==> config.mk <==
export PLATFORM = sky130hd
export DESIGN_NAME = alu_seq_regfile
export DESIGN_NICKNAME = d
export VERILOG_FILES = /design/src/rtl/alu_seq_regfile.sv
export SDC_FILE = /design/constraint.sdc
export NUM_CORES = 1
export LEC_CHECK = 0
export ABC_CLOCK_PERIOD_IN_PS = 2000
export BUFFER_PORTS_ARGS = -buffer_cell sky130_fd_sc_hd__buf_2
export CAP_MARGIN = 30
export CORE_MARGIN = 2
export CORE_UTILIZATION = 40
export CTS_CLUSTER_SIZE = 28
export DETAILED_ROUTE_END_ITERATION = 12
export SYNTH_ARGS = -nofsm -noshare
export SYNTH_HDL_FRONTEND = slang
export SYNTH_SLANG_ARGS = --single-unit
==> constraint.sdc <==
create_clock -name clk -period 2 [get_ports clk]
set_clock_uncertainty 0.05 [all_clocks]
set_input_delay 0.4 -clock clk [delete_from_list [all_inputs] [get_ports clk]]
set_output_delay 0.4 -clock clk [all_outputs]
set_load 0.005 [all_outputs]
==> src/rtl/alu_seq_regfile.sv <==
// rtl/alu_seq_regfile.sv - 4x4-bit register file, one write port, two operand reads and a debug read
module alu_seq_regfile (
    input  logic       clk,
    input  logic       rst,
    input  logic       we,
    input  logic [1:0] waddr,
    input  logic [3:0] wdata,
    input  logic [1:0] ra1,
    input  logic [1:0] ra2,
    input  logic [1:0] dbg_addr,
    output logic [3:0] rd1,
    output logic [3:0] rd2,
    output logic [3:0] dbg_data
);

    logic [3:0] rf_q [4];
    logic [3:0] rf_d [4];

    always_comb begin
        rf_d = rf_q;
        if (we) begin
            rf_d[waddr] = wdata;
        end
    end

    always_ff @(posedge clk) begin
        if (rst) begin
            for (int i = 0; i < 4; i++) begin
                rf_q[i] <= 4'd0;
            end
        end else begin
            rf_q <= rf_d;
        end
    end

    assign rd1      = rf_q[ra1];
    assign rd2      = rf_q[ra2];
    assign dbg_data = rf_q[dbg_addr];

endmodule

# --- After elaboration in Yosys (flattened, before gate mapping) ---
# Cells that the tools add are included.
totals:
  romBits: 0
  ramBits: 0
  reg_bits: 16
  wordCells: 26
  mem_count: 0
  latchBits: 0
  in_bits: 15
op_classes:
  n_shift: 0
  muxes: 12
  div_mod_pow: 0
  n_addsub: 0
  n_bitwise: 4
  magnitude_cmp: 5
  eq_ne: 0
  mul: 0
  reduce_logical: 1
ops:
  columns: ["operator", "n"]
  rows:
  - ["two-way mux 4 bit", 7]
  - ["binary-select mux 4 bit (select 2 bit)", 3]
  - ["bitwise mux 16 bit", 1]
  - ["greater-or-equal comparator 3 bit, second input constant", 4]
  - ["inverter 2 -> 3 bit", 4]
  - ["demux 4 bit (select 2 bit)", 1]
  - ["less-than comparator 3 x 1 -> 1 bit, second input constant", 1]
  - ["logical AND 1 bit", 1]

# --- Longest topological paths before layout ---
logic_depth:
  ltp_word: 6
  depth_mapped: 3

# --- Worst setup path before layout ---
# OpenSTA, ideal clock, no wires.
synth_path:
  path_kind: "input to output"
  from: "input dbg_addr[0]"
  to: "output dbg_data[0]"
  path_stages: 1
  arrival_time_ps: 937
  n_path_buf: 0
  setup_slack_ps: 613
  path_cell_list: "mux4_1"
synth_via:
  elab_chain_cells: 4
synth_rtl:
  columns: ["item", "line_no", "source"]
  rows:
  - ["from (decl)", "10", "input logic [1:0] dbg_addr,"]
  - ["inverter 2 -> 3 bit (not written as such)", "38", "assign dbg_data = rf_q[dbg_addr];"]
  - ["binary-select mux 4 bit (select 2 bit)", "38", null]
  - ["two-way mux 4 bit (not written as such) (2 in a row)", "38", null]
  - ["to (decl)", "13", "output logic [3:0] dbg_data"]
# No other way between the ends. The select of a mux whose other input is x is not followed.

# --- Final worst setup path ---
layout_path:
  from: "register rf_q[11] in the netlist's numbering"
  to: "output rd1[3]"
layout_via:
  elab_chain_cells: 3
layout_rtl:
  columns: ["item", "line_no", "source"]
  rows:
  - ["from (decl)", "16", "logic [3:0] rf_q [4];"]
  - ["from (signal assigned)", "32", "rf_q <= rf_d;"]
  - ["binary-select mux 4 bit (select 2 bit)", "36", "assign rd1 = rf_q[ra1];"]
  - ["two-way mux 4 bit (not written as such) (2 in a row)", "36", null]
  - ["to (decl)", "11", "output logic [3:0] rd1,"]
# No other way between the ends. The select of a mux whose other input is x is not followed.

==> results.txt <==
status: finished, final reports clean
ANT nets after route: 0
Die Width: 52.9 microns
critical path data required time: 1.55 ns
RSZ-0062 raised after global routing: false
critical path capture point type: output port
Resize count post-CTS: 0
worst hold-check path type: in2reg
TritonCTS Buffers: 3
worst r2r src: rf_q[4]$_SDFFE_PP0P_
pin count of the biggest net entering global routing: 21
Lkg Pwr: 0.561 nW
Tmin final: 1.75 ns
H-tree lvl count: 1
max FFs per register: 16
setup TNS: 0 ns
Seq/Total Area, Yosys: 33.5%
RR Endpoint: rf_q[4]$_SDFFE_PP0P_
flip-flop and latch count after synthesis: 16
vias per cell: 5.63
Mapped Nets: 85
GR peak layer: met2
Hold Vio Cnt, Final: 0
Synth Area per Inst: 13.7 sq um
GRT Resource Usage Total: 18.6%
met2 usage: 28.3%
total grt overflow: 0
Pwr Density: 542 nW/um^2
crit-path max FO: 4
Hold EP: rf_q[0]$_SDFFE_PP0P_
achievable clock frequency: 571 MHz
Clk Latency, worst-skew pair: 0.29 ns
slew margin rel.: 73.7%
Slew Viols, Final: 0
initial antenna violation count: 0
measured slew at the worst slew-check pin: 0.394 ns
row cnt: 17
clk buf depth: 2
worst vdd ir: 0.000307 V
FFs w/ async S/R, synth: 0%
Hold Path Stages: 3
Worst Reg2Reg Path Length in Cells: 2
fin crit share: 87.6%
Worst setup SP type: flip-flop
IO Count: 27
number of DRC markers in iteration 0: 15
die area: 2800 sq um
Post-DP HPWL: 1580 microns
Die H: 52.9 microns
top cells by count, synth: nand2b_1 (20), dfxtp_1 (16), mux2i_1 (16)
leading area contributor after synthesis: dfxtp_1
Post-CTS Hold Fix Bufs: 0
DRC: 0
PnR worst setup slack: 0.248 ns
Antenna diodes: 0
unique cell type count in the Yosys netlist: 9
first-pass GRT wire length: 3520 microns
met3 GRT Util: 3.95%
largest registers: rf_q (16)
WS Path Type: reg2out
Total Routed Length: 2110 microns
Most used DFF post-synth: dfxtp_1
routing usage on met1: 24.0%
final setup violation count: 0
Starting Density: 42.8%
CORE AREA: 2230 sq um
CTS Sinks: 16
share of layout cells above drive strength 1: 38.1%
top-count cell post-synth: nand2b_1
Reg2Reg Setup Slack: 1.29 ns
min-delay src: wdata[0]
filler cell count: 222
register with the most flip-flops: rf_q
number of iterations in the first detailed-routing pass: 4
number of buffers added on ports: 26
number of synthesized flops with an enable pin: 0
post-synth top area share: 33.5%
vias: 704
number of global-route vias before repair: 715
# Post-CTS Setup Buffers: 0
DR WL/cell: 16.9 microns
clock slew at reported path FFs: 0.10 ns
TritonCTS clock tree: done
clk root buf: clkbuf_4
top cells by area, synth: dfxtp_1 (34%), mux4_1 (19%), mux2i_1 (17%), nand2b_1 (13%), mux4_2 (12%)
Layout Nets: 114
Worst Path Arrival: 1.30 ns
Syn Inst Count: 70
routability cong.: 0.782
Layout area overhead: 18.8%
pre-CTS setup slack: 0.270 ns
max-cap viol count: 0
Yosys Warn Count: 0
Cell Area, Synth: 956 sq um
==> cell type report <==
class	count	area, sq um	area share (%)
Multi-Input combinational cell	52	628	55.3
Sequential cell	16	320	28.2
Timing Repair Buffer	26	130	11.5
Tap cell	28	35.0	3.08
Clock buffer	3	22.5	1.98
==> cells by family after synthesis <==
kind of cell / after synthesis / share of synthesized area (%)
and+or+nand+nor: 24 / 17.9
muxes: 28 / 47.8
buffers and inverters: 2 / 0.786
DFF: 16 / 33.5
==> critical path: stages, from the launching register on <==
cell and delay [ns]:
dfxtp_1 0.34, mux4_1 0.53, buf_2 0.15
==> layout by cell type (no fill, tap or decap), drive strengths merged <==
master,count
nand3,1
dfxtp,16
nor3b,1
clkbuf,3
buf,26
nand2b,20
mux4,12
nand3b,2
mux2i,16
==> worst max-delay path by stage <==
stage                                from           to  slack, ns
floorplan                     dbg_addr[0]  dbg_data[0]       0.61
global placement                   ra2[0]       rd2[3]       0.28
detailed placement                 ra1[0]       rd1[3]       0.27
CTS                 rf_q[11]$_SDFFE_PP0P_       rd1[3]       0.24
global route        rf_q[11]$_SDFFE_PP0P_       rd1[3]       0.19
finish              rf_q[11]$_SDFFE_PP0P_       rd1[3]       0.25
==> per-stage QoR <==
stage                     power [mW]  instances  hold slack [ns]  instance area, sq um  utilization, %
after floorplan                0.404         70            0.412                   956               -
after global placement         0.450        122            0.432                  1110            49.9
after detailed placement       0.452        122            0.444                  1110            49.9
after CTS                      0.620        125            0.400                  1140            50.9
after global routing           0.657        125            0.410                  1140            50.9
final                          0.616        125            0.395                  1140            50.9
==> where the power goes <==
group / switching [mW] / internal, mW
logic: 0.0444 / 0.0584
clock network: 0.103 / 0.0700
registers: 0.0103 / 0.330
total: 0.158 / 0.458
==> routing by layer <==
layer | wire [microns] | part of all wire [%]
met1 | 883 | 42
met2 | 1040 | 49
met3 | 138 | 6.5
met4 | 46 | 2.2
met5 | 0 | 0
No activity file was read; power rests on OpenSTA's default activity.
